$ cat config.mk
export PLATFORM = sky130hd
export DESIGN_NAME = time_win_gen
export DESIGN_NICKNAME = d
export VERILOG_FILES = /design/src/rtl/time_win_gen.sv
export SDC_FILE = /design/constraint.sdc
export NUM_CORES = 1
export LEC_CHECK = 0
export ABC_AREA = 1
export CAP_MARGIN = 20
export CORE_ASPECT_RATIO = 0.75
export CORE_MARGIN = 2
export CORE_UTILIZATION = 45
export CTS_BUF_LIST = sky130_fd_sc_hd__clkbuf_4
export DETAILED_ROUTE_END_ITERATION = 7
export GPL_ROUTABILITY_DRIVEN = 1
export PLACE_DENSITY = 0.69
export REMOVE_ABC_BUFFERS = 1
export SETUP_SLACK_MARGIN = 0.4
export SLEW_MARGIN = 20
export SYNTH_ARGS = -nofsm -noshare
export SYNTH_HDL_FRONTEND = slang
export SYNTH_SLANG_ARGS = --single-unit
$ cat constraint.sdc
create_clock -name clk -period 2.6 [get_ports clk]
set_clock_uncertainty 0.2 [all_clocks]
set_input_delay 0.26 -clock clk [delete_from_list [all_inputs] [get_ports clk]]
set_output_delay 0.26 -clock clk [all_outputs]
set_load 0.02 [all_outputs]
$ cat src/rtl/time_win_gen.sv
// time_win_gen: eight-channel time-window request tracker.
//
// A request (channel, initial window) is accepted when the target channel is
// idle, otherwise it is refused and counted. Pending windows count down by one
// on every tick (one clk in TICK_DIV) and stop at 0. A legal one-hot grant from
// the downstream selector retires its channel and is recorded for one cycle on
// gnt_valid/gnt_ch/gnt_win.
//
// Ports:
//   clk, rst                 clock, synchronous active-high reset
//   in_valid/in_ch/in_win    offered request; in_ready = target channel idle
//   grant_in, gnt_en         one-hot grant and its enable
//   req_flag                 per-channel pending flags
//   time_win1..time_win8     current window of channels 0..7 (8'hFF when idle)
//   expired                  pending with window 0
//   gnt_valid/gnt_ch/gnt_win registered record of a served grant
//   drop_cnt                 saturating count of refused requests
//   err_gnt                  sticky illegal-grant flag

// Per-channel state: IDLE/PEND with its countdown window.
module time_win_chan (
    input  logic       clk,
    input  logic       rst,
    input  logic       accept,
    input  logic [7:0] load_win,
    input  logic       tick,
    input  logic       grant,
    output logic       pend,
    output logic [7:0] win
);
    typedef enum logic {IDLE = 1'b0, PEND = 1'b1} state_t;

    state_t     state, state_nxt;
    logic [7:0] win_nxt;

    always_ff @(posedge clk) begin
        if (rst) begin
            state <= IDLE;
            win   <= 8'hFF;
        end else begin
            state <= state_nxt;
            win   <= win_nxt;
        end
    end

    always_comb begin
        state_nxt = state;
        win_nxt   = win;
        case (state)
            IDLE: begin
                win_nxt = 8'hFF;
                if (accept) begin
                    state_nxt = PEND;
                    win_nxt   = load_win;
                end
            end
            PEND: begin
                // A grant wins over a same-cycle tick: the channel leaves with
                // the window it had, so the decrement is moot.
                if (grant) begin
                    state_nxt = IDLE;
                    win_nxt   = 8'hFF;
                end else if (tick && (win != 8'd0)) begin
                    win_nxt = win - 8'd1;
                end
            end
            default: begin
                state_nxt = IDLE;
                win_nxt   = 8'hFF;
            end
        endcase
    end

    assign pend = (state == PEND);
endmodule

module time_win_gen #(
    parameter int TICK_DIV = 4
) (
    input  logic       clk,
    input  logic       rst,
    input  logic       in_valid,
    input  logic [2:0] in_ch,
    input  logic [7:0] in_win,
    output logic       in_ready,
    input  logic [7:0] grant_in,
    input  logic       gnt_en,
    output logic [7:0] req_flag,
    output logic [7:0] time_win1,
    output logic [7:0] time_win2,
    output logic [7:0] time_win3,
    output logic [7:0] time_win4,
    output logic [7:0] time_win5,
    output logic [7:0] time_win6,
    output logic [7:0] time_win7,
    output logic [7:0] time_win8,
    output logic [7:0] expired,
    output logic       gnt_valid,
    output logic [2:0] gnt_ch,
    output logic [7:0] gnt_win,
    output logic [7:0] drop_cnt,
    output logic       err_gnt
);
    localparam int NUM_CH = 8;
    localparam logic [7:0] TICK_LAST = 8'(TICK_DIV - 1);

    logic [NUM_CH-1:0][7:0] win;
    logic [7:0]             tick_cnt;
    logic                   tick;
    logic                   accept, refuse;
    logic [NUM_CH-1:0]      accept_vec;
    logic                   gnt_onehot, gnt_hits_pend, gnt_legal, gnt_bad;
    logic [NUM_CH-1:0]      gnt_vec;
    logic [2:0]             gnt_idx;

    // Free-running tick divider; tick fires on the last count of each period.
    assign tick = (tick_cnt == TICK_LAST);

    always_ff @(posedge clk) begin
        if (rst)       tick_cnt <= 8'd0;
        else if (tick) tick_cnt <= 8'd0;
        else           tick_cnt <= tick_cnt + 8'd1;
    end

    // Readiness looks only at the pending flag, never at a same-cycle grant,
    // so a request racing a grant on its own channel is refused.
    assign in_ready   = ~req_flag[in_ch];
    assign accept     = in_valid & in_ready;
    assign refuse     = in_valid & ~in_ready;
    assign accept_vec = accept ? (NUM_CH'(1) << in_ch) : '0;

    assign gnt_onehot    = (grant_in != 8'd0) && ((grant_in & (grant_in - 8'd1)) == 8'd0);
    assign gnt_hits_pend = |(grant_in & req_flag);
    assign gnt_legal     = gnt_en && gnt_onehot && gnt_hits_pend;
    // An all-zero grant is simply "nothing this cycle", not an error.
    assign gnt_bad       = gnt_en && (grant_in != 8'd0) && !(gnt_onehot && gnt_hits_pend);
    assign gnt_vec       = gnt_legal ? grant_in : '0;

    always_comb begin
        gnt_idx = 3'd0;
        for (int i = 0; i < NUM_CH; i++)
            if (grant_in[i]) gnt_idx = 3'(i);
    end

    genvar g;
    generate
        for (g = 0; g < NUM_CH; g++) begin : g_ch
            time_win_chan u_ch (
                .clk      (clk),
                .rst      (rst),
                .accept   (accept_vec[g]),
                .load_win (in_win),
                .tick     (tick),
                .grant    (gnt_vec[g]),
                .pend     (req_flag[g]),
                .win      (win[g])
            );
            assign expired[g] = req_flag[g] & (win[g] == 8'd0);
        end
    endgenerate

    always_ff @(posedge clk) begin
        if (rst) begin
            gnt_valid <= 1'b0;
            gnt_ch    <= 3'd0;
            gnt_win   <= 8'd0;
            drop_cnt  <= 8'd0;
            err_gnt   <= 1'b0;
        end else begin
            gnt_valid <= gnt_legal;
            if (gnt_legal) begin
                gnt_ch  <= gnt_idx;
                gnt_win <= win[gnt_idx];   // register value, before any tick
            end
            if (refuse && (drop_cnt != 8'hFF))
                drop_cnt <= drop_cnt + 8'd1;
            if (gnt_bad)
                err_gnt <= 1'b1;
        end
    end

    assign time_win1 = win[0];
    assign time_win2 = win[1];
    assign time_win3 = win[2];
    assign time_win4 = win[3];
    assign time_win5 = win[4];
    assign time_win6 = win[5];
    assign time_win7 = win[6];
    assign time_win8 = win[7];
endmodule

==> results of run 1 <==
==> cell usage in the layout, fill, tap and decap left out, types with 4 or more instances in the layout <==
cell             count
nand2_1            270
nand3_1            267
clkdlybuf4s50_1    107
inv_1              100
nand4_1             80
buf_4               80
dfxtp_1             78
nor2_1              59
o21ai_0             33
xor2_1              30
a21oi_1             28
inv_2               27
ha_1                14
nor2_2              13
dfxtp_2             13
nand3_4             12
nor3_1              10
xnor2_1             10
inv_4               10
dfxtp_4             10
clkbuf_4             9
dlygate4sd2_1        8
or2_2                7
nand2_2              5
clkinv_1             5
nor3_4               4
o21bai_1             4
ha_4                 4
buf_6                4
buf_12               4
==> what timing repair did <==
action,CTS,global route
resized for setup,77,89
cloned,0,0
pin swaps,1,19
buffers inserted,3,25
setup endpoints to repair,17,74
==> area by class of cell <==
cell class	instances	area [µm²]	share of cell area [%]
clock buffers	9	67.6	0.705
diodes	1	2.50	0.0261
flip-flops and latches	101	2080	21.7
well taps	210	263	2.74
multi-input cells	872	4710	49.2
repair buffers	203	1870	19.5
inverters	140	552	5.76
clock inverters	7	42.5	0.444
==> power breakdown <==
| group | switching [µW] | internal, µW |
|---|---|---|
| combinational | 471 | 286 |
| clock | 587 | 188 |
| sequential | 46.9 | 1580 |
==> through the flow <==
stage	TNS (ns)	std cells	util, %	cell area [µm²]	total power, µW
floorplan	-17.49	1113	-	7080	2030
global placement	0	1498	55.9	9000	2380
detailed placement	-0.0401	1498	55.9	9000	2380
CTS	0	1517	56.7	9130	3130
global route	0	1543	59.4	9580	3290
finish	0	1543	59.4	9580	3160
==> cells by family (layout without fill, tap and decap cells) <==
kind of cell	Yosys count	after routing	share of synthesized area (%)
and+or+nand+nor	743	743	48.0
buffers and inverters	205	359	12.0
DFF	101	101	27.2
AOI/OAI and AO/OA	71	71	5.06
xor gates and xnor gates	40	40	4.71
adders and majority gates	18	18	3.02
other	0	1	0
==> Yosys cell counts, types with 10 or more instances <==
cell type	instances
buf_4	10
o21ai_0	34
clkbuf_1	23
ha_1	18
xnor2_1	10
nor3_1	14
buf_2	16
nand3_1	271
nor2_1	70
xor2_1	30
nand4_1	80
dfxtp_1	101
inv_1	128
nand2_1	272
a21oi_1	29
==> state kept, by name (all words and copies together) (netlist names) <==
name and count:
gnt_ch 3, tick_cnt 8, drop_cnt 8, g_ch.u_ch.pend 8, gnt_win 8, gnt_valid 1, err_gnt 1, g_ch.u_ch.win 64
==> worst paths after layout <==
path | endpoint | cells after the start | from
worst max-delay path | expired[2] | 7 | g_ch[2].u_ch.win[0]$_SDFFE_PP1P_
worst max register to register | g_ch[6].u_ch.win[0]$_SDFFE_PP1P_ | 12 | g_ch[7].u_ch.pend$_SDFF_PP0_
worst min register to register | tick_cnt[0]$_SDFF_PP0_ | 1 | tick_cnt[0]$_SDFF_PP0_
worst min-delay path | tick_cnt[0]$_SDFF_PP0_ | 1 | tick_cnt[0]$_SDFF_PP0_
==> metal layers <==
metal	wire length, µm	up-vias	share of wire, %	global-route usage, %
met5	0	-	0	0
met4	637	0	2.5	9.20
met3	2150	44	8.3	5.88
met2	10900	403	42	42.0
met1	12200	3997	47	42.5
li1	-	4218	-	-
==> impl_metrics.csv, run 1 <==
group,metric,value,unit
outcome,status,"finished clean",
sta,hold_violations,0,
detailed_routing,routedWlPerCell,16.8,µm
setup_path,critPathCaptureType,"output pin",
setup_path,worstPathMaxFanout,3,
global_routing,grt_usage,28.8,%
layout,final_nets,1368,
global_routing,grt_pass1_vias,7430,
job,drv_cap,0,
sta,setup_violations,0,
clock_network,cts_tree,"done",
setup_path,slowest_stage,"dfxtp_4",
setup_path,crit_buf_inv,3,
die,initial_core_util,46.2,%
yosys,synth-seq-cells,101,
power_and_ir_drop,power_leakage,0.00427,µW
yosys,yosys_warnings,0,
detailed_routing,drt_pass1_iterations,6,
power_and_ir_drop,peakVddDrop,0.339,mV
clock_network,htree_levels,3,
detailed_routing,drt_iter0_markers,993,
yosys,yosysTopAreaCellShare,27.2,%
clock_network,cts_buffer_depth,2,
sta,fmax,449,MHz
global_routing,grt_pass1_wl,40400,µm
setup_path,critPathLaunchType,"register",
setup_path,cp.required,2.14,ns
layout,fillers,1576,
yosys,ys_seq_area_share,27.2,%
setup_path,cp_cell_sequence,"inv_4, ha_4, nand3_4, nor3_4, inv_1, nor2_2, buf_6",
hold_path,hp-class,"register to register",
layout,syn_to_final_growth,28.7,%
die,io_pins,125,
place,dp_hpwl,19200,µm
setup_path,critPathMaxStageDelay,0.38,ns
sta,holdWs,0.271,ns
detailed_routing,totalWireLength,26000,µm
layout,drive_gt1_share,16.4,%
yosys,synthCells,1178,
sta,tightest_slew,0.587,ns
die,die_height,115,µm
yosys,syn_area_per_cell,6.32,µm²
clock_network,cts_root_buf,"clkbuf_4",
global_routing,overflow,0,
sta,slew_headroom,60.8,%
global_routing,grt_max_degree,36,
yosys,yosysTopAreaCell,"dfxtp_1",
yosys,yosys-top-cells-area,"dfxtp_1, nand3_1, nand2_1",
yosys,ys.flop_type,"dfxtp_1",
setup_path,cp_top_family,"simple AND/OR/NAND/NOR gates",
clock_network,cts.clk_slew.worst_paths,0.16,ns
yosys,synth.distinct_cells,37,
setup_path,r2r_setup_slack,0.50,ns
sta,finalMaxSlewViolations,0,
sta,period_share,85.6,%
clock_network,clock-sinks,101,
die,placementRows,40,
detailed_routing,vias,8662,
place,gp_congestion,0.957,
clock_network,insertion_delay,0.51,ns
setup_path,path_class,"register to output pin",
place,dp_slack,-0.0127,ns
yosys,synth_edf_count,0,
detailed_routing,drc,0,
detailed_routing,viasPerCell,5.61,
die,die_w,153,µm
global_routing,antenna_found_initial,1,
sta,fin_crit,2.22,ns
yosys,async_reset_ff_share,0,%
power_and_ir_drop,power_density,330,nW/µm²
clock_network,ctsHoldBuffers,0,
sta,rsz0062_at_grt,"true",
place,port_buffers,124,
die,dieArea,17600,µm²
setup_path,cp.arrival,1.76,ns
clock_network,cts_buffers,9,
yosys,synthesis.area,7450,µm²
detailed_routing,antenna_left,0,
sta,fin_ws,0.375,ns
die,core,16100,µm²
No activity file was read; power rests on OpenSTA's default activity.
==> inputs of run 2 (changes only) <==
CAP_MARGIN = 10   (was 20)
SLEW_MARGIN = 10   (was 20)
==> results of run 2 <==
Final layout, timing and power as in run 1 (identical DEF).
==> inputs of run 3 (changes only) <==
CORE_UTILIZATION = 56   (was 45)
PLACE_DENSITY = 0.83   (was 0.69)
==> impl_metrics.csv, run 3 (synthesis results as in run 1) <==
group,metric,value,unit
die,die_w,137,µm
clock_network,htree_levels,3,
sta,rsz0062_at_grt,"true",
die,initial_core_util,57.4,%
sta,slew_headroom,61.6,%
detailed_routing,drc,0,
layout,final_nets,1365,
setup_path,cp_cell_sequence,"inv_2, ha_4, nand3_2, nor3_2, inv_1, nor2_2, buf_6",
job,drv_cap,0,
layout,design_area,9500,µm²
die,core,13000,µm²
global_routing,gr-usage-met3,7.46,%
global_routing,grtUsageMet1,51.0,%
clock_network,clock-sinks,101,
setup_path,r2r_cells,8,
place,dp_hpwl,18600,µm
sta,fin_crit,2.17,ns
detailed_routing,routedWlPerCell,17.2,µm
hold_path,min-delay-start,"tick_cnt[0]$_SDFF_PP0_",
hold_path,min_to,"tick_cnt[0]$_SDFF_PP0_",
layout,syn_to_final_growth,27.5,%
power_and_ir_drop,power_density,351,nW/µm²
detailed_routing,antenna_left,0,
layout,largest-register,"g_ch.u_ch.win",
global_routing,antenna_found_initial,0,
power_and_ir_drop,peakVddDrop,0.298,mV
sta,tightest_slew,0.574,ns
setup_path,r2r_start,"g_ch[0].u_ch.pend$_SDFF_PP0_",
setup_path,r2r_end,"g_ch[2].u_ch.win[2]$_SDFFE_PP1P_",
layout,largest_reg_flops,64,
setup_path,cp_top_family,"simple AND/OR/NAND/NOR gates",
sta,hold_violations,0,
global_routing,grt_max_degree,34,
place,port_buffers,124,
setup_path,worstPathMaxFanout,3,
layout,antenna_cells,0,
sta,setup_violations,0,
setup_path,cp.arrival,1.71,ns
die,die_height,104,µm
layout,multi_input_area,4680,µm²
setup_path,crit_buf_inv,3,
clock_network,cts_tree,"done",
setup_path,r2r_setup_slack,0.51,ns
outcome,status,"finished clean",
layout,final_common_cell,"nand2_1",
setup_path,critPathMaxStageDelay,0.38,ns
detailed_routing,drt_pass1_iterations,6,
power_and_ir_drop,power_leakage,0.00425,µW
detailed_routing,drt_iter0_markers,1099,
layout,final_cell_mix,"nand2_1, nand3_1, clkdlybuf4s50_1",
global_routing,overflow,0,
clock_network,cts.clk_slew.worst_paths,0.17,ns
hold_path,hp-class,"register to register",
detailed_routing,viasPerCell,5.92,
detailed_routing,vias,8883,
global_routing,top_usage_layer,"met1",
clock_network,cts_buffers,9,
place,dpl-instance-area,8950,µm²
hold_path,worstHoldPathCells,1,
setup_path,path_class,"register to output pin",
place,gp_congestion,0.985,
global_routing,grtUsageMet2,49.9,%
place,dp_slack,0.0148,ns
global_routing,grt_usage,35.0,%
layout,drive_gt1_share,15.6,%
layout,seqCellArea,2060,µm²
clock_network,cts_root_buf,"clkbuf_4",
setup_path,slowest_stage,"dfxtp_2",
sta,fin_ws,0.431,ns
clock_network,insertion_delay,0.49,ns
sta,fmax,461,MHz
die,placementRows,36,
setup_path,cp.required,2.14,ns
sta,finalMaxSlewViolations,0,
clock_network,ctsHoldBuffers,0,
global_routing,grt_pass1_wl,39700,µm
sta,period_share,83.4,%
clock_network,cts_buffer_depth,2,
die,io_pins,125,
setup_path,critPathLaunchType,"register",
detailed_routing,totalWireLength,25800,µm
die,dieArea,14200,µm²
global_routing,grt_pass1_vias,7668,
setup_path,critPathCaptureType,"output pin",
layout,fillers,1110,
-- run 3: repair_timing --
item	in CTS	in global routing
pin swaps	1	14
endpoints found under the setup margin	49	98
setup buffers	3	21
hold endpoints to repair	0	0
gates resized for setup	69	77
-- run 3: final cells by class --
class,count,area share (%)
clock buffer,9,0.711
clock inverter,7,0.843
inverter,140,5.70
multi-input combinational,872,49.3
sequential,101,21.6
tap,171,2.25
timing repair buffer,200,19.6
-- run 3: worst max path at each step --
stage               cells past startpoint  slack, ns                             start                          endpoint
detailed placement                     11       0.01                       grant_in[3]  g_ch[0].u_ch.win[2]$_SDFFE_PP1P_
floorplan                              12      -0.82      g_ch[5].u_ch.pend$_SDFF_PP0_          drop_cnt[0]$_SDFFE_PP0P_
global placement                       11       0.10                       grant_in[3]  g_ch[5].u_ch.win[0]$_SDFFE_PP1P_
finish                                  7       0.43  g_ch[5].u_ch.win[0]$_SDFFE_PP1P_                        expired[5]
global route                            6       0.35  g_ch[2].u_ch.win[6]$_SDFFE_PP1P_                        expired[2]
CTS                                     6       0.34  g_ch[7].u_ch.win[4]$_SDFFE_PP1P_                        expired[7]
-- run 3: routing by layer --
metal	up-vias	part of all wire (%)
met5	-	0
met4	0	3.8
met3	97	11
met2	539	43
met1	4040	43
li1	4207	-
-- run 3: power by group --
| group | internal (µW) | switching (µW) |
|---|---|---|
| combinational | 286 | 474 |
| clock | 309 | 623 |
| sequential | 1590 | 47.3 |
-- run 3: metrics by stage --
stage	hold WS (ns)	TNS, ns	power (µW)	util, %	std cells
detailed placement	0.240	0	2380	69.0	1460
global placement	0.229	0	2370	69.0	1460
global route	0.281	0	3460	73.2	1500
floorplan	0.129	-17.49	2030	-	1113
CTS	0.263	0	3280	70.2	1479
finish	0.260	0	3330	73.2	1500
